**src/rtl/pipe_pkg.sv**
```systemverilog
// rtl/pipe_pkg.sv - shared types and constants for the front-end pipeline registers
package pipe_pkg;

  // Decode control bundle layout: {regwrite, memtoreg, memwrite, alusrc, regdst, alucontrol[2:0]}
  localparam int CTRL_W         = 8;
  localparam int CTRL_REGWRITE  = 7;
  localparam int CTRL_MEMTOREG  = 6;
  localparam int CTRL_MEMWRITE  = 5;
  localparam int CTRL_ALUSRC    = 4;
  localparam int CTRL_REGDST    = 3;
  localparam int CTRL_ALUCTRL_L = 0;
  localparam int CTRL_ALUCTRL_W = 3;

  localparam logic [31:0] NOP_INSTR        = 32'h0000_0000;
  localparam logic [31:0] DEFAULT_RESET_PC = 32'h0000_0000;

  // Fetch/Decode stage register contents
  typedef struct packed {
    logic        valid;
    logic [31:0] instr;
    logic [31:0] pcplus4;
  } ifid_t;

  // Decode/Execute stage register contents
  typedef struct packed {
    logic              valid;
    logic [CTRL_W-1:0] ctrl;
    logic [31:0]       rd1;
    logic [31:0]       rd2;
    logic [31:0]       signimm;
    logic [4:0]        rs;
    logic [4:0]        rt;
    logic [4:0]        rd;
  } idex_t;

endpackage

```
**src/rtl/flopenrc.sv**
```systemverilog
// rtl/flopenrc.sv - register with async reset, load enable and synchronous clear
module flopenrc #(
  parameter int           W         = 8,
  parameter logic [W-1:0] RESET_VAL = '0
) (
  input  logic         clk,
  input  logic         reset_n,
  input  logic         en,
  input  logic         clr,
  input  logic [W-1:0] d,
  output logic [W-1:0] q
);

  // Clear only acts when enabled, so a held (stalled) stage ignores a pending clear
  always_ff @(posedge clk or negedge reset_n) begin
    if (!reset_n) begin
      q <= RESET_VAL;
    end else if (en) begin
      q <= clr ? '0 : d;
    end
  end

endmodule

```
**src/rtl/pipe_front_regs.sv**
```systemverilog
// rtl/pipe_front_regs.sv - PC, IF/ID and ID/EX registers with hazard controls and event counters
module pipe_front_regs
  import pipe_pkg::*;
#(
  parameter logic [31:0] RESET_PC = DEFAULT_RESET_PC,
  parameter int          CNT_W    = 16
) (
  input  logic              clk,
  input  logic              reset_n,
  input  logic              stall_F,
  input  logic              stall_D,
  input  logic              flush_E,
  input  logic              pcsrc_D,
  input  logic [31:0]       pcbranch_D,
  input  logic [31:0]       instr_F,
  input  logic [CTRL_W-1:0] ctrl_D,
  input  logic [31:0]       rd1_D,
  input  logic [31:0]       rd2_D,
  input  logic [31:0]       signimm_D,
  input  logic [4:0]        rs_D,
  input  logic [4:0]        rt_D,
  input  logic [4:0]        rd_D,
  output logic [31:0]       pc_F,
  output logic [31:0]       instr_D,
  output logic [31:0]       pcplus4_D,
  output logic              valid_D,
  output logic [CTRL_W-1:0] ctrl_E,
  output logic [31:0]       rd1_E,
  output logic [31:0]       rd2_E,
  output logic [31:0]       signimm_E,
  output logic [4:0]        rs_E,
  output logic [4:0]        rt_E,
  output logic [4:0]        rd_E,
  output logic              valid_E,
  output logic [CNT_W-1:0]  stall_cnt,
  output logic [CNT_W-1:0]  squash_cnt,
  output logic [CNT_W-1:0]  bubble_cnt,
  output logic              protocol_err
);

  localparam logic [CNT_W-1:0] CNT_MAX = '1;
  localparam logic [CNT_W-1:0] CNT_ONE = CNT_W'(1);

  logic [31:0] w_pcplus4_F;
  logic [31:0] w_pc_next;
  ifid_t       w_ifid_d;
  ifid_t       r_ifid;
  idex_t       w_idex_d;
  idex_t       r_idex;
  logic        w_squash;
  logic        w_proto_viol;

  logic [CNT_W-1:0] r_stall_cnt;
  logic [CNT_W-1:0] r_squash_cnt;
  logic [CNT_W-1:0] r_bubble_cnt;
  logic             r_protocol_err;

  assign w_pcplus4_F  = pc_F + 32'd4;
  assign w_pc_next    = pcsrc_D ? pcbranch_D : w_pcplus4_F;
  assign w_squash     = !stall_D && pcsrc_D;
  assign w_proto_viol = (stall_F != stall_D) || (stall_D && !flush_E);

  assign w_ifid_d = '{valid: 1'b1, instr: instr_F, pcplus4: w_pcplus4_F};

  // A bubble already in Decode travels on as a bubble because valid_D rides along
  assign w_idex_d = '{valid: r_ifid.valid, ctrl: ctrl_D, rd1: rd1_D, rd2: rd2_D,
                      signimm: signimm_D, rs: rs_D, rt: rt_D, rd: rd_D};

  flopenrc #(.W(32), .RESET_VAL(RESET_PC)) u_pc (
    .clk(clk), .reset_n(reset_n), .en(!stall_F), .clr(1'b0),
    .d(w_pc_next), .q(pc_F)
  );

  // A squash clears to all-zero, which is the NOP encoding with valid_D=0
  flopenrc #(.W($bits(ifid_t))) u_ifid (
    .clk(clk), .reset_n(reset_n), .en(!stall_D), .clr(pcsrc_D),
    .d(w_ifid_d), .q(r_ifid)
  );

  flopenrc #(.W($bits(idex_t))) u_idex (
    .clk(clk), .reset_n(reset_n), .en(1'b1), .clr(flush_E),
    .d(w_idex_d), .q(r_idex)
  );

  // Saturating hazard-event counters and sticky control-consistency flag
  always_ff @(posedge clk or negedge reset_n) begin
    if (!reset_n) begin
      r_stall_cnt    <= '0;
      r_squash_cnt   <= '0;
      r_bubble_cnt   <= '0;
      r_protocol_err <= 1'b0;
    end else begin
      if (stall_D && (r_stall_cnt != CNT_MAX)) r_stall_cnt <= r_stall_cnt + CNT_ONE;
      if (w_squash && (r_squash_cnt != CNT_MAX)) r_squash_cnt <= r_squash_cnt + CNT_ONE;
      if (flush_E && (r_bubble_cnt != CNT_MAX)) r_bubble_cnt <= r_bubble_cnt + CNT_ONE;
      if (w_proto_viol) r_protocol_err <= 1'b1;
    end
  end

  assign instr_D      = r_ifid.instr;
  assign pcplus4_D    = r_ifid.pcplus4;
  assign valid_D      = r_ifid.valid;
  assign ctrl_E       = r_idex.ctrl;
  assign rd1_E        = r_idex.rd1;
  assign rd2_E        = r_idex.rd2;
  assign signimm_E    = r_idex.signimm;
  assign rs_E         = r_idex.rs;
  assign rt_E         = r_idex.rt;
  assign rd_E         = r_idex.rd;
  assign valid_E      = r_idex.valid;
  assign stall_cnt    = r_stall_cnt;
  assign squash_cnt   = r_squash_cnt;
  assign bubble_cnt   = r_bubble_cnt;
  assign protocol_err = r_protocol_err;

endmodule
```
**config.mk**
```make
export PLATFORM = sky130hd
export DESIGN_NAME = pipe_front_regs
export DESIGN_NICKNAME = d
export VERILOG_FILES = /design/src/rtl/pipe_pkg.sv /design/src/rtl/flopenrc.sv /design/src/rtl/pipe_front_regs.sv
export SDC_FILE = /design/constraint.sdc
export NUM_CORES = 1
export LEC_CHECK = 0
export CORE_AREA = 5 5 173 175
export CTS_CLUSTER_DIAMETER = 100
export DETAILED_ROUTE_END_ITERATION = 10
export DIE_AREA = 0 0 178 180
export GPL_ROUTABILITY_DRIVEN = 0
export MAX_ROUTING_LAYER = met4
export PLACE_DENSITY_LB_ADDON = 0.08
export SETUP_SLACK_MARGIN = 0.2
export SLEW_MARGIN = 10
export SYNTH_ARGS = -nofsm -noshare
export SYNTH_HDL_FRONTEND = slang
export SYNTH_SLANG_ARGS = --single-unit
```
**constraint.sdc**
```tcl
create_clock -name clk -period 4.5 [get_ports clk]
set_input_delay 0.45 -clock clk [delete_from_list [all_inputs] [get_ports clk]]
set_output_delay 0.45 -clock clk [all_outputs]
set_load 0.01 [all_outputs]
```
==> results.yml, run 1 <==
power_and_ir_drop:
  netSwitchingFraction_pct: 26.4
  vdd.ir_drop.worst_mv: 0.337
  power_density_nw_per_um2: 411
  combPwrFrac_pct: 20.1
  internal_power_mw: 5.13
  share_clk_of_total_power_pct: 38.3
  power.share.sequential_pct: 41.6
  p_switching_mw: 1.84
  power_leakage_nw: 7.19
cts:
  cts_tree: "yes"
  worstSkewPairLatency_ps: 540
  cts-buffers-inserted: 30
  clock_transition_at_the_registers_of_the_reported_paths_ps: 60
  clock_tree.buffer_depth: 3
  cts_setup_buffers: 0
  numClockSinks: 266
  h-tree-depth: 1
  clock-root-buffer: "sky130_fd_sc_hd__clkbuf_16"
  post_cts_resize_count: 0
flow_run:
  cap_violations: 0
die:
  die_w_um: 178
  fp.dieH_um: 180
  core.rowCount: 62
  core_area_um2: 28300
  floorplan.die_area_um2: 32000
  boundaryPins: 455
  floorplan.initialDensity_pct: 38.8
place:
  placement.setup.worst_slack_ps: 1950
  buffer_ports.inserted: 454
  hpwlAfterDp_um: 26400
synth:
  synth_sequential_area_ratio_pct: 60.6
  dominantRegCellSynth: "sky130_fd_sc_hd__dfrtp_1"
  synth_cells: 973
  synth_cell_types: 52
  synthesis.area_per_instance_um2: 11.3
  number_of_enable_type_register_cells_in_the_synthesized_netlist: 0
  synth.largest_area_cell: "sky130_fd_sc_hd__dfrtp_1"
  synthesis_warnings: 0
  synth_area_um2: 11000
  synth_nets: 1166
  synth_largest_type_area_fraction_pct: 60.6
  leading_post_synthesis_cells_by_cell_area: "sky130_fd_sc_hd__dfrtp_1, sky130_fd_sc_hd__nor2b_1, sky130_fd_sc_hd__xnor2_1, sky130_fd_sc_hd__nand2_1, sky130_fd_sc_hd__nand2b_1"
  yosys_register_bits: 266
  asyncSetResetFlopFracSynth_pct: 100
status:
  status: "complete, no violations"
layout:
  layout-area-overhead-vs-synth_pct: 54.4
  finish.net_count: 1604
  layout-drive-gt1-share_pct: 5.57
timing:
  setup_viol: 0
  final.setup_skew_ps: 11.6
  final-hold-violation-count: 0
  worst_rel_slew_slack_pct: 28.4
  timing.fmax_mhz: 438
  timing.final.crit_share_pct: 50.7
  drv_slew: 0
  timing.setup.tns_ps: 0
  rsz_0062_raised_after_global_routing: "no"
  worst_margin_slew_ps: 1070
  final_critical_path_setup_slack_ps: 2220
  min_period_ps: 2280
worst_hold_path:
  min_path_cells: 3
  worstHoldEndpoint: "u_ifid.q[41]"
  min-delay-start: "stall_D"
  holdCritPathClass: "in2reg"
route:
  routed_wire_length_per_instance_um: 19.7
  drtPass1Iterations: 5
  count_of_vias_placed_by_the_detailed_router: 8860
  antenna_left: 0
  route.detailed.vias_per_inst: 4.87
  drt_wl_total_um: 35800
  drc: 0
  detail_route.iter0.violations: 457
setup_path:
  reg2reg_end: "u_pc.q[20]"
  worst-endpoint-required_ps: 4970
  timing.reg2reg.worst_path_depth: 6
  cp_data_arrival_time_ps: 2750
  crit_path_start_kind: "flip-flop"
  critical_path.endpoint_type: "flip-flop"
  regToRegSetupSlack_ps: 2220
  timing.setup.critical_path_class: "reg2reg"
  r2r_start: "u_pc.q[2]"
  critPathMaxFanout: 6
global_route:
  grt_overflow: 0
  grt_pass1_vias: 9103
  maximum_number_of_pins_on_one_net_before_global_route_repair: 108
  grt_pass1_wl_um: 55100
  groute.usage.overall_pct: 22.3
  grt_antenna_before_repair: 1
worst max path at each step:
stage | startpoint | slack, ps | endpoint | cells after the start
after floorplan | u_pc.q[10] | 2540 | u_ifid.q[24] | 7
after global placement | pcsrc_D | 2010 | u_pc.q[10] | 5
after detailed placement | pcsrc_D | 1950 | u_pc.q[6] | 5
after CTS | u_pc.q[2] | 2220 | u_pc.q[20] | 6
after global routing | u_pc.q[2] | 2000 | u_pc.q[20] | 6
final | u_pc.q[2] | 2220 | u_pc.q[20] | 6
cell type report:
class                           instances  area [um2]
Fill cell                            2406       11400
Sequential cell                       266        6660
Timing Repair Buffer                  463        4620
Multi-Input combinational cell        643        4070
Clock buffer                           46         892
Tap cell                              384         480
Clock inverter                         10         203
Inverter                                7        26.3
Antenna cell                            1        2.50
kinds of logic (layout without fill, tap and decap cells):
kind of cell	Yosys count	count (layout)	share of synthesized area, %
xor+xnor	70	70	5.59
fa+ha+maj	4	4	0.456
other cells	0	1	0
buf+inv	64	526	2.31
mux	21	21	1.99
simple gates	428	428	21.7
compound gates	120	120	7.26
flops	266	266	60.6
synth_stat cells (2+ instances only):
cell type / n
sky130_fd_sc_hd__nor2b_1: 134
sky130_fd_sc_hd__nor3_1: 23
sky130_fd_sc_hd__a22o_1: 15
sky130_fd_sc_hd__and3_1: 19
sky130_fd_sc_hd__nand2_1: 99
sky130_fd_sc_hd__a21oi_1: 8
sky130_fd_sc_hd__or3_1: 4
sky130_fd_sc_hd__ha_1: 4
sky130_fd_sc_hd__a211oi_1: 2
sky130_fd_sc_hd__buf_1: 5
sky130_fd_sc_hd__o31ai_1: 13
sky130_fd_sc_hd__xor2_1: 23
sky130_fd_sc_hd__a22oi_1: 26
sky130_fd_sc_hd__clkbuf_1: 45
sky130_fd_sc_hd__nand2b_1: 41
sky130_fd_sc_hd__nor2_1: 29
sky130_fd_sc_hd__xnor2_1: 47
sky130_fd_sc_hd__mux2_2: 7
sky130_fd_sc_hd__dfrtp_1: 266
sky130_fd_sc_hd__a31oi_1: 3
sky130_fd_sc_hd__and4_1: 8
sky130_fd_sc_hd__and2_1: 3
sky130_fd_sc_hd__o21ai_0: 46
sky130_fd_sc_hd__or4_1: 2
sky130_fd_sc_hd__buf_4: 2
sky130_fd_sc_hd__nand4_1: 15
sky130_fd_sc_hd__mux2i_1: 14
sky130_fd_sc_hd__nand3b_1: 3
sky130_fd_sc_hd__inv_1: 7
sky130_fd_sc_hd__nand3_1: 34
sky130_fd_sc_hd__buf_2: 5
per-layer routing:
layer / wire, um / part of all wire (%) / track usage [%] / vias to the layer above
li1: - / - / - / 4157
met1: 14500 / 41 / 27.4 / 4390
met5: 0 / 0 / - / -
met3: 2610 / 7.3 / 5.46 / 38
met2: 18100 / 51 / 38.0 / 275
met4: 567 / 1.6 / 3.87 / 0
metrics by stage:
stage	power (mW)	cell area (um2)	hold WS, ps	utilization [%]	cells
final	6.97	16900	340	59.9	1820
after global routing	7.29	16900	347	59.9	1820
after CTS	7.04	16900	323	59.8	1819
after detailed placement	4.35	15800	462	55.9	1762
after global placement	4.33	15800	452	55.9	1762
after floorplan	3.44	11000	154	-	973
worst max-delay path, stage by stage, from the launching register on:
cell	delay [ps]
sky130_fd_sc_hd__dfrtp_1	440
sky130_fd_sc_hd__ha_1	270
sky130_fd_sc_hd__nand3_1	170
sky130_fd_sc_hd__nor4_2	630
sky130_fd_sc_hd__nand3_1	250
sky130_fd_sc_hd__or3_1	390
sky130_fd_sc_hd__nand3_1	80
power by group through the flow:
| stage | combinational (mW) | clock [mW] | sequential, mW |
|---|---|---|---|
| after floorplan | 0.451 | 0 | 2.99 |
| after global placement | 1.41 | 0 | 2.93 |
| after detailed placement | 1.42 | 0 | 2.94 |
| after CTS | 1.43 | 2.72 | 2.90 |
| after global routing | 1.52 | 2.83 | 2.94 |
| final | 1.40 | 2.67 | 2.90 |
what timing repair did:
| item | CTS | global route |
|---|---|---|
| hold endpoints to repair | 14 | 0 |
| endpoints found under the setup margin | 0 | 0 |
| hold buffers | 1 | 0 |
state kept, by name, indices dropped and copies added, names as in the netlist:
register,count
bubble_cnt,16
stall_cnt,16
squash_cnt,16
protocol_err,1
u_pc.q,32
u_idex.q,120
u_ifid.q,65
layout by cell type (no fill, tap or decap), types with 2 or more instances in the layout:
| cell | n |
|---|---|
| sky130_fd_sc_hd__a211oi_1 | 2 |
| sky130_fd_sc_hd__inv_1 | 7 |
| sky130_fd_sc_hd__or4_1 | 2 |
| sky130_fd_sc_hd__clkbuf_8 | 6 |
| sky130_fd_sc_hd__and2_1 | 3 |
| sky130_fd_sc_hd__nand4_1 | 15 |
| sky130_fd_sc_hd__nand2_1 | 99 |
| sky130_fd_sc_hd__nand2b_1 | 41 |
| sky130_fd_sc_hd__and3_1 | 19 |
| sky130_fd_sc_hd__buf_2 | 2 |
| sky130_fd_sc_hd__xor2_1 | 23 |
| sky130_fd_sc_hd__o31ai_1 | 13 |
| sky130_fd_sc_hd__ha_1 | 4 |
| sky130_fd_sc_hd__o21ai_0 | 46 |
| sky130_fd_sc_hd__clkinv_2 | 3 |
| sky130_fd_sc_hd__nand3b_1 | 3 |
| sky130_fd_sc_hd__and4_1 | 8 |
| sky130_fd_sc_hd__nand3_1 | 34 |
| sky130_fd_sc_hd__nor2b_1 | 133 |
| sky130_fd_sc_hd__bufinv_16 | 6 |
| sky130_fd_sc_hd__dfrtp_1 | 266 |
| sky130_fd_sc_hd__clkbuf_16 | 31 |
| sky130_fd_sc_hd__or3_1 | 4 |
| sky130_fd_sc_hd__mux2_2 | 7 |
| sky130_fd_sc_hd__a22oi_1 | 26 |
| sky130_fd_sc_hd__clkdlybuf4s50_1 | 449 |
| sky130_fd_sc_hd__mux2i_1 | 14 |
| sky130_fd_sc_hd__buf_4 | 9 |
| sky130_fd_sc_hd__nor2_1 | 28 |
| sky130_fd_sc_hd__nor3_1 | 23 |
| sky130_fd_sc_hd__clkbuf_1 | 9 |
| sky130_fd_sc_hd__a31oi_1 | 3 |
| sky130_fd_sc_hd__a21oi_1 | 8 |
| sky130_fd_sc_hd__a22o_1 | 15 |
| sky130_fd_sc_hd__xnor2_1 | 47 |
(Power assumes the default switching activity.)
==> run 2: changes to the inputs <==
--- a/config.mk
+++ b/config.mk
@@ -5,10 +5,10 @@
 export SDC_FILE = /design/constraint.sdc
 export NUM_CORES = 1
 export LEC_CHECK = 0
-export CORE_AREA = 5 5 173 175
+export CORE_AREA = 5 5 176 178
 export CTS_CLUSTER_DIAMETER = 100
 export DETAILED_ROUTE_END_ITERATION = 10
-export DIE_AREA = 0 0 178 180
+export DIE_AREA = 0 0 181 183
 export GPL_ROUTABILITY_DRIVEN = 0
 export MAX_ROUTING_LAYER = met4
 export PLACE_DENSITY_LB_ADDON = 0.08
==> constraint.sdc (replaced) <==
create_clock -name clk -period 2.3 [get_ports clk]
set_input_delay 0.23 -clock clk [delete_from_list [all_inputs] [get_ports clk]]
set_output_delay 0.23 -clock clk [all_outputs]
set_load 0.01 [all_outputs]
==> results.yml, run 2 (synthesis results as in run 1) <==
status:
  status: "complete, no violations"
cts:
  numClockSinks: 266
  cts_setup_buffers: 0
  worstSkewPairLatency_ps: 540
  clock_transition_at_the_registers_of_the_reported_paths_ps: 60
  clock_tree.buffer_depth: 3
  cts_tree: "yes"
  cts-buffers-inserted: 29
  h-tree-depth: 1
  clock-root-buffer: "sky130_fd_sc_hd__clkbuf_16"
setup_path:
  cp_slowest_cell: "sky130_fd_sc_hd__nor4b_2"
  worst-endpoint-required_ps: 2710
  critical_path_cell_count: 6
  timing.critical_path.cells: "ha_1, and4_1, and4_1, nor4b_2, nand3_1, xnor2_1"
  critPathMostFrequentCell: "sky130_fd_sc_hd__and4_1"
  crit_path_start_kind: "flip-flop"
  timing.setup.critical_path_class: "reg2reg"
  critPathMaxFanout: 5
  critPathTopFamily: "simple AND/OR/NAND/NOR gates"
  critical_path.endpoint_type: "flip-flop"
  worst-path-buf-inv: 0
  slowest_delay_ps: 490
  timing.reg2reg.worst_path_depth: 6
  cp_data_arrival_time_ps: 2400
layout:
  layout.cells.most_common_list: "sky130_fd_sc_hd__clkdlybuf4s50_1, sky130_fd_sc_hd__dfrtp_1, sky130_fd_sc_hd__nor2b_1, sky130_fd_sc_hd__nand2_1, sky130_fd_sc_hd__xnor2_1"
  largest_reg_flops: 120
  layout-drive-gt1-share_pct: 6.94
  layout_utilization_pct: 58.4
  layout-area-overhead-vs-synth_pct: 55.5
  finish.net_count: 1625
  fin_area_um2: 17100
  final_common_cell: "sky130_fd_sc_hd__clkdlybuf4s50_1"
  finalNonFillerCells: 1847
  top_register: "u_idex.q"
  reg.largest.list: "u_idex.q: 120 flops, u_ifid.q: 65 flops, u_pc.q: 32 flops"
global_route:
  maximum_number_of_pins_on_one_net_before_global_route_repair: 77
  grt_pass1_wl_um: 55100
  grt_pass1_vias: 9035
  grt_antenna_before_repair: 2
  groute.usage.overall_pct: 21.6
  grt_overflow: 0
place:
  dpl_cell_area_um2: 16000
  buffer_ports.inserted: 454
  post-place-cells: 1790
  placement.setup.worst_slack_ps: 175
  hpwlAfterDp_um: 26400
power_and_ir_drop:
  power_leakage_nw: 7.28
  vdd.ir_drop.worst_mv: 0.458
  power_density_nw_per_um2: 779
  power.total_mw: 13.3
route:
  detail_route.iter0.violations: 507
  route.detailed.vias_per_inst: 4.77
  drc: 0
  drt_wl_total_um: 35700
  drtPass1Iterations: 5
  antenna_left: 0
  routed_wire_length_per_instance_um: 19.3
  count_of_vias_placed_by_the_detailed_router: 8803
timing:
  hold_slack_ps: 170
  drv_slew: 0
  final-hold-violation-count: 0
  final_critical_path_setup_slack_ps: 315
  min_period_ps: 1980
  setup_viol: 0
  timing.final.crit_share_pct: 86.3
  timing.setup.tns_ps: 0
  rsz_0062_raised_after_global_routing: "no"
  final.setup_skew_ps: 16.0
  worst_rel_slew_slack_pct: 44.4
  worst_margin_slew_ps: 834
  timing.fmax_mhz: 504
flow_run:
  cap_violations: 0
die:
  die_w_um: 181
  floorplan.initialDensity_pct: 37.5
  fp.dieH_um: 183
  core.rowCount: 63
  boundaryPins: 455
  core_area_um2: 29200
  floorplan.die_area_um2: 33100
worst_hold_path:
  holdCritPathClass: "in2async"
run 2: path summary, 6_finish.rpt:
kind,from,to,slack (ps)
max,squash_cnt[0],squash_cnt[9],320
max in group asynchronous,reset_n,squash_cnt[6],1370
min reg2reg,protocol_err,protocol_err,470
min,reset_n,u_idex.q[101],170
max reg2reg,squash_cnt[0],squash_cnt[9],320
min in group clk,flush_E,bubble_cnt[7],170
run 2: report_power, final:
group	switching, mW	total [mW]	internal (mW)
Clock	1.90	4.83	2.94
Combinational	1.24	2.85	1.60
Sequential	0.454	5.62	5.16
run 2: layout make-up:
type / count / area, um2
fillers: 2520 / 12200
flip-flops and latches: 266 / 6660
repair buffers: 485 / 4820
multi-input cells: 643 / 4080
clock buffers: 42 / 825
well taps: 390 / 488
clock inverters: 12 / 170
inverters: 7 / 26.3
diodes: 2 / 5.00
run 2: layer usage:
| layer | GRT usage [%] | wire length [um] | vias up |
|---|---|---|---|
| met5 | - | 0 | - |
| met1 | 26.9 | 14600 | 4243 |
| met4 | 5.04 | 763 | 0 |
| li1 | - | - | 4199 |
| met3 | 6.03 | 2820 | 51 |
| met2 | 35.6 | 17500 | 310 |
run 2: repair_timing:
item	CTS	global route
pin swaps	0	0
hold endpoints to repair	159	0
resized for setup	1	1
hold buffers	1	0
endpoints found under the setup margin	1	2
==> run 3: changes to the inputs <==
--- a/config.mk
+++ b/config.mk
@@ -5,10 +5,10 @@
 export SDC_FILE = /design/constraint.sdc
 export NUM_CORES = 1
 export LEC_CHECK = 0
-export CORE_AREA = 5 5 176 178
+export CORE_AREA = 2 2 178 180
 export CTS_CLUSTER_DIAMETER = 100
 export DETAILED_ROUTE_END_ITERATION = 10
-export DIE_AREA = 0 0 181 183
+export DIE_AREA = 0 0 180 182
 export GPL_ROUTABILITY_DRIVEN = 0
 export MAX_ROUTING_LAYER = met4
 export PLACE_DENSITY_LB_ADDON = 0.08
==> results.yml, run 3 (synthesis results as in run 1) <==
timing:
  final-hold-violation-count: 0
  setup_viol: 0
  drv_slew: 0
  timing.fmax_mhz: 501
  timing.final.crit_share_pct: 86.8
  min_period_ps: 2000
  timing.setup.tns_ps: 0
  worst_margin_slew_ps: 632
  final.setup_skew_ps: 17.4
  worst_rel_slew_slack_pct: 57.7
  rsz_0062_raised_after_global_routing: "yes"
setup_path:
  timing.critical_path.cells: "ha_1, and4_1, and4_1, nor2_1, mux2_2"
  cp_slowest_cell: "sky130_fd_sc_hd__dfrtp_1"
  critPathTopFamily: "simple AND/OR/NAND/NOR gates"
  slowest_delay_ps: 420
  cp_data_arrival_time_ps: 2370
  critPathMaxFanout: 7
  critical_path.endpoint_type: "flip-flop"
  critPathMostFrequentCell: "sky130_fd_sc_hd__and4_1"
  crit_path_start_kind: "flip-flop"
  timing.setup.critical_path_class: "reg2reg"
  regToRegSetupSlack_ps: 300
  worst-endpoint-required_ps: 2670
  worst-path-buf-inv: 0
cts:
  clock-root-buffer: "sky130_fd_sc_hd__clkbuf_16"
  h-tree-depth: 2
  cts_tree: "yes"
  cts-buffers-inserted: 34
  clock_tree.buffer_depth: 3
  cts_setup_buffers: 0
  worstSkewPairLatency_ps: 500
  numClockSinks: 266
  clock_transition_at_the_registers_of_the_reported_paths_ps: 60
die:
  boundaryPins: 455
  fp.dieH_um: 182
  die_w_um: 180
  core_area_um2: 31000
  core.rowCount: 65
  floorplan.initialDensity_pct: 35.4
  floorplan.die_area_um2: 32800
global_route:
  top_usage_layer: "met2"
  grt_pass1_wl_um: 54500
  gr-usage-met2_pct: 35.7
  grt_pass1_vias: 8781
  grt_overflow: 0
  global_route.usage.met1_pct: 27.9
  groute.usage.overall_pct: 22.1
  grt_antenna_before_repair: 1
  m3_gr_usage_pct: 5.40
  maximum_number_of_pins_on_one_net_before_global_route_repair: 119
layout:
  layout-area-overhead-vs-synth_pct: 55.8
  layout.cells.most_common_list: "sky130_fd_sc_hd__clkdlybuf4s50_1, sky130_fd_sc_hd__dfrtp_1, sky130_fd_sc_hd__nor2b_1, sky130_fd_sc_hd__nand2_1, sky130_fd_sc_hd__xnor2_1"
  finish.net_count: 1626
  final_common_cell: "sky130_fd_sc_hd__clkdlybuf4s50_1"
  multiInputGateArea_um2: 4080
  top_register: "u_idex.q"
  largest_reg_flops: 120
  filler_cell_count: 2738
  reg.largest.list: "u_idex.q: 120 flops, u_ifid.q: 65 flops, u_pc.q: 32 flops"
  layout-drive-gt1-share_pct: 6.88
  seqCellArea_um2: 6660
  fin_area_um2: 17100
flow_run:
  cap_violations: 0
route:
  count_of_vias_placed_by_the_detailed_router: 8881
  routed_wire_length_per_instance_um: 19.0
  drc: 0
  antenna_left: 0
  detail_route.iter0.violations: 480
  drt_wl_total_um: 35200
  route.detailed.vias_per_inst: 4.78
  drtPass1Iterations: 6
worst_hold_path:
  holdCritPathClass: "in2reg"
power_and_ir_drop:
  vdd.ir_drop.worst_mv: 0.512
  power_leakage_nw: 7.27
  power_density_nw_per_um2: 782
status:
  status: "complete, no violations"
place:
  dpl_cell_area_um2: 16000
  buffer_ports.inserted: 454
  hpwlAfterDp_um: 25800
==> run 3: per-stage QoR <==
stage                     total power [mW]  setup WS, ps  cells  util [%]  hold WS, ps
final                                 13.4           305   1857      55.2          148
after global routing                  14.0           193   1856      55.2          158
after CTS                             13.6           209   1855      55.1          130
after detailed placement              8.57           230   1797      51.8          123
after global placement                8.54           272   1797      51.8          119
after floorplan                       6.74           343    973         -        -65.6
==> run 3: what timing repair did <==
item	4_1_cts	5_1_grt
resized for setup	0	3
hold buffers	2	0
hold endpoints to repair	137	0
endpoints found under the setup margin	0	8
==> run 3: path summary, 6_finish.rpt <==
path,from,cells past startpoint,end
worst max-delay path,squash_cnt[0],5,squash_cnt[1]
worst min-delay path,stall_D,3,u_ifid.q[33]
max in group asynchronous,reset_n,3,u_ifid.q[7]
worst max register to register,squash_cnt[0],5,squash_cnt[1]
worst min register to register,u_ifid.q[5],2,u_ifid.q[5]
min in group asynchronous,reset_n,2,u_idex.q[8]
==> run 3: cell type report <==
cell class	instances	area share [%]
sequential	266	38.9
timing repair buffer	481	28.1
multi-input combinational	643	23.9
clock buffer	47	5.68
tap	402	2.94
clock inverter	9	0.322
inverter	7	0.154
antenna	2	0.0293
==> run 3: worst reg2reg max path, cell delays in order (launching register included) <==
cell and delay, ps:
sky130_fd_sc_hd__dfrtp_1 420, sky130_fd_sc_hd__ha_1 250, sky130_fd_sc_hd__and4_1 190, sky130_fd_sc_hd__and4_1 250
sky130_fd_sc_hd__nor2_1 390, sky130_fd_sc_hd__mux2_2 390
==> run 3: routing by layer <==
layer / vias up / wire length (um)
met2: 291 / 17200
met1: 4339 / 15000
met4: 0 / 759
met5: - / 0
met3: 48 / 2230
li1: 4203 / -
==> run 3: power breakdown <==
part | switching, mW | internal (mW)
clock network | 1.97 | 2.94
registers | 0.468 | 5.16
logic | 1.23 | 1.60
==> edit 1: new RTL, config.mk and constraints of run 1 <==
Register the output `bubble_cnt` once more, cleared by the reset; this adds one clock of latency there. The other outputs are not delayed to match.
--- a/src/rtl/pipe_front_regs.sv
+++ b/src/rtl/pipe_front_regs.sv
@@ -110,7 +110,13 @@
   assign valid_E      = r_idex.valid;
   assign stall_cnt    = r_stall_cnt;
   assign squash_cnt   = r_squash_cnt;
-  assign bubble_cnt   = r_bubble_cnt;
+  always_ff @(posedge clk or negedge reset_n) begin
+    if (!reset_n) begin
+      bubble_cnt <= '0;
+    end else begin
+      bubble_cnt <= r_bubble_cnt;
+    end
+  end
   assign protocol_err = r_protocol_err;
 
 endmodule
Formal check against the unedited RTL: not equivalent (Yosys sat finds a counterexample within 4 cycles, from zero or initial values and one cycle with reset_n low).
==> edit 1 against run 1 <==
The run now ends with hold timing left. Setup slack lost 0.0019 ns. Area after synthesis grew 3.6%. Core utilization grew 0.61 points. Final area increased by 1.0%. Power fell by 3.4%. Critical path depth did not move. Wire length decreased by 1.4%. Sequential cell count is 16 higher. Critical path type unchanged.
==> edit 1: results (changes against run 1) <==
[timing]
hold_violations = 4  ; was 0
slew_headroom = 0.361  ; was 0.284
clock-skew-final_ns = 0.0177  ; was 0.0116 ns
timing.hold.ws_ns = -0.0229  ; was 0.340 ns

[layout]
drive_above_1_share = 0.0485  ; was 0.0557
multi_input_area_share = 0.238  ; was 0.240
nFillCells = 2364  ; was 2406
clockBufferCount = 47  ; was 46
area_share_nonclk_buffers = 0.269  ; was 0.272
clock_area_frac = 0.0517  ; was 0.0646
nNonClkBuffers = 461  ; was 463

[placed_design]
dp_hpwl_um = 25500  ; was 26400 um

[min_path]
hp-class = in2async  ; was in2reg

[synthesis]
seq_area_frac_synth = 0.620  ; was 0.606
synth_xor_area_frac = 0.0539  ; was 0.0559
synth-adder-area-share = 0.00440  ; was 0.00456
synthMuxAreaShare = 0.0192  ; was 0.0199
synthTopCellsByArea = dfrtp_1, nor2b_1, xnor2_1  ; unchanged
netlist_top_cells_count = dfrtp_1, nor2b_1, nand2_1, xnor2_1, o21ai_0  ; unchanged
synth_seq_cells = 282  ; was 266
netlist.area_leader.share = 0.620  ; was 0.606
syn_nets = 1182  ; was 1166

[routing]
wl_met3_um = 3070  ; was 2610 um
vias = 8820  ; was 8860
drt_iter0_markers = 495  ; was 457
wl_met1_um = 14200  ; was 14500 um
post_drt_wl_per_cell_um = 19.3  ; was 19.7 um

[global_routing]
grt_pass1_wl_um = 53900  ; was 55100 um
grtUsageTotal = 0.220  ; was 0.223
grt_max_degree = 117  ; was 108

[run_status]
violations = hold timing
outcome = complete, but fails checks  ; was finished clean

[worst_setup_path]
cp.arrival_ns = 2.76  ; was 2.75 ns
reg2reg_depth = 6  ; unchanged
reg2reg_slack_ns = 2.21  ; was 2.22 ns

[power]
cellLeakagePower_uw = 0.00729  ; was 0.00719 uW
ir_drop_uv = 305  ; was 337 uV

==> edit 1: cell count changes after synthesis, sizes merged <==
cell	change
dfrtp	+16
==> edit 1: power by group <==
group          internal, uW  switching, uW  leakage (uW)  total (uW)
clock                  1290            975      0.000432        2270
combinational           792            599       0.00324        1390
sequential             2810            270       0.00362        3080
total                  4890           1840       0.00729        6730
==> edit 1: metrics by stage <==
step                setup slack (ns)  total power (uW)  cell area, um2  cells
global route                    2.08              7080           17100   1829
finish                          2.21              6740           17100   1829
floorplan                       2.54              3620           11400    989
global placement                2.10              4510           16200   1777
detailed placement              2.06              4530           16200   1777
CTS                             2.20              6830           17100   1828
==> edit 1: worst max-delay path: stages, from the launching register on <==
cell and delay, ns:
dfrtp_1 0.43, ha_1 0.26, nand3_1 0.17, nor4_2 0.63, nand3_1 0.25, or3_1 0.39
nand3_1 0.08
==> edit 1: layer usage <==
layer	vias up	GRT usage
li1	4206	-
met1	4246	0.271
met2	311	0.359
met3	57	0.0624
met4	0	0.0551
met5	-	-
==> edit 2: new RTL, flow settings as in run 1 <==
Without the edit above. Reset style: synchronous (`reset_n`), changed in 2 clocked blocks. Comments in the files are not updated.
--- a/src/rtl/flopenrc.sv
+++ b/src/rtl/flopenrc.sv
@@ -12,7 +12,7 @@
 );
 
   // Clear only acts when enabled, so a held (stalled) stage ignores a pending clear
-  always_ff @(posedge clk or negedge reset_n) begin
+  always_ff @(posedge clk) begin
     if (!reset_n) begin
       q <= RESET_VAL;
     end else if (en) begin
--- a/src/rtl/pipe_front_regs.sv
+++ b/src/rtl/pipe_front_regs.sv
@@ -83,7 +83,7 @@
   );
 
   // Saturating hazard-event counters and sticky control-consistency flag
-  always_ff @(posedge clk or negedge reset_n) begin
+  always_ff @(posedge clk) begin
     if (!reset_n) begin
       r_stall_cnt    <= '0;
       r_squash_cnt   <= '0;
Formal check against the unedited RTL: differs if reset_n is asserted again (counterexample within 4 cycles, from zero or initial values and one cycle with reset_n low); with reset_n held inactive, the same outputs for 10 cycles.
==> edit 2 against run 1 <==
Die area unchanged. Setup slack got worse by 0.093 ns. Critical endpoint is now u_pc.q[20]. Sequential cell count unchanged. Area after synthesis decreased by 9.4%. Final area decreased by 7.0%. Synthesized cell count increased by 8.9%. Wire length increased by 1.1%.
Power is not compared: it rests on default switching activity, and its combinational part moved more than twofold at a synthesized area within 25%.
==> edit 2: results (changes against run 1) <==
[run_status]
outcome = finished clean  ; unchanged

[global_routing]
grtUsageTotal = 0.221  ; was 0.223
antenna_found_initial = 4  ; was 1
grt_max_degree = 121  ; was 108
grt_pass1_vias = 8870  ; was 9103
grt_pass1_wl_um = 54200  ; was 55100 um

[routing]
drt_iter0_markers = 493  ; was 457
first_pass_iters = 5  ; unchanged
routed_wl_um = 36200  ; was 35800 um
viasPerCell = 4.83  ; was 4.87

[synthesis]
synth.distinct_cells = 52  ; unchanged
netlist_instances = 1060  ; was 973
synthTopCellsByArea = dfxtp_1, and2_1, nor2_1  ; was dfrtp_1, nor2b_1, xnor2_1
syn_nets = 1253  ; was 1166
netlist_top_cells_count = dfxtp_1, and2_1, nor2_1, nand2_1, clkbuf_1  ; was dfrtp_1, nor2b_1, nand2_1, xnor2_1, o21ai_0
ys.flop_type = dfxtp_1  ; was dfrtp_1
synthArstFlopShare = 0  ; was 1.00
seq_area_frac_synth = 0.535  ; was 0.606
yosysWarningCount = 0  ; unchanged

[cts]
clkLatencyLatePin_ns = 0.55
numCtsBuffers = 29  ; was 30
cts_max_path_buffers = 3  ; unchanged
h-tree-depth = 1  ; unchanged

[layout]
fin_cells = 1889  ; was 1820
reg_top3 = u_idex.q x120, u_ifid.q x65, u_pc.q x32  ; unchanged
finalNetCount = 1672  ; was 1604
drive_above_1_share = 0.0526  ; was 0.0557
nFillCells = 2618  ; was 2406

[worst_setup_path]
cpMaxStageDelayCell = dfxtp_1  ; was nor4_2
worst_path_largest_cell_delay_ns = 0.58  ; was 0.63 ns
crit_fanout = 12  ; was 6
r2r_start = u_pc.q[2]  ; unchanged
reg2reg_slack_ns = 2.12  ; was 2.22 ns
reg2reg_depth = 7  ; was 6
cp.arrival_ns = 2.85  ; was 2.75 ns
rr_endpoint = u_pc.q[20]  ; unchanged
crit_family = simple AND/OR/NAND/NOR gates  ; unchanged
critPathKind = reg2reg  ; unchanged

[min_path]
worstHoldStart = pcsrc_D  ; was stall_D
hold_depth = 3  ; unchanged
holdPathEnd = squash_cnt[2]  ; was u_ifid.q[41]

[placed_design]
dp_hpwl_um = 26700  ; was 26400 um
dp.cells = 1832  ; was 1762
io_buffers = 454  ; unchanged

[timing]
period_share = 0.528  ; was 0.507
timing.hold.ws_ns = 0.270  ; was 0.340 ns
clock-skew-final_ns = 0.0217  ; was 0.0116 ns
worstMarginPinSlew_ns = 1.03  ; was 1.07 ns

[power]
p_int_uw = 4270
ir_drop_uv = 285

[edit 2: changes by cell type after synthesis, sizes merged, moves of 31 or more]
| cell | before | now |
|---|---|---|
| a21oi | 8 | 39 |
| dfxtp | 0 | 266 |
| nand2 | 99 | 63 |
| and2 | 3 | 123 |
| nor2b | 134 | 6 |
| nand2b | 41 | 6 |
| nor2 | 29 | 117 |
| dfrtp | 266 | 0 |
[edit 2: cell type report]
cell class / count / area share
diodes: 4 / 0.000635
repair buffers: 462 / 0.291
inverters: 8 / 0.00206
clock inverters: 13 / 0.0102
clock buffers: 40 / 0.0537
well taps: 384 / 0.0305
flip-flops and latches: 266 / 0.338
multi-input cells: 712 / 0.274
[edit 2: through the flow]
stage               cell area, um2   util  power [uW]  setup WS [ns]
CTS                          15800  0.556        5630           2.17
global route                 15800  0.557        5790           1.97
finish                       15800  0.557        5560           2.12
floorplan                     9940      -        2740           2.53
global placement             14700  0.521        3130           1.89
detailed placement           14700  0.521        3130           1.86
[edit 2: cells by family after synthesis]
kind of cell	share of synthesized area
muxes	0.0121
adders and majority gates	0.00503
AOI/OAI and AO/OA	0.119
buffers and inverters	0.0323
DFF	0.535
and+or+nand+nor	0.246
xor gates and xnor gates	0.0493
[edit 2: tightest hold or removal path, cell delays in order]
cell and delay (ns):
buf_2 0.14, nand2b_1 0.10, o41ai_1 0.07
[edit 2: power groups by stage]
stage          Clock, uW  Combinational (uW)  Sequential, uW
6_report            2480                 582            2500
4_1_cts             2540                 590            2500
3_5_place_dp           0                 586            2550
5_1_grt             2650                 626            2510
3_3_place_gp           0                 585            2540
2_1_floorplan          0                 173            2570
[edit 2: routing by layer]
layer  part of all wire  global-route usage  vias up
met2               0.49               0.368      319
met5                  0                   -        -
met3              0.092              0.0744       47
met4              0.018              0.0483        0
met1               0.40               0.260     4274
li1                   -                   -     4493
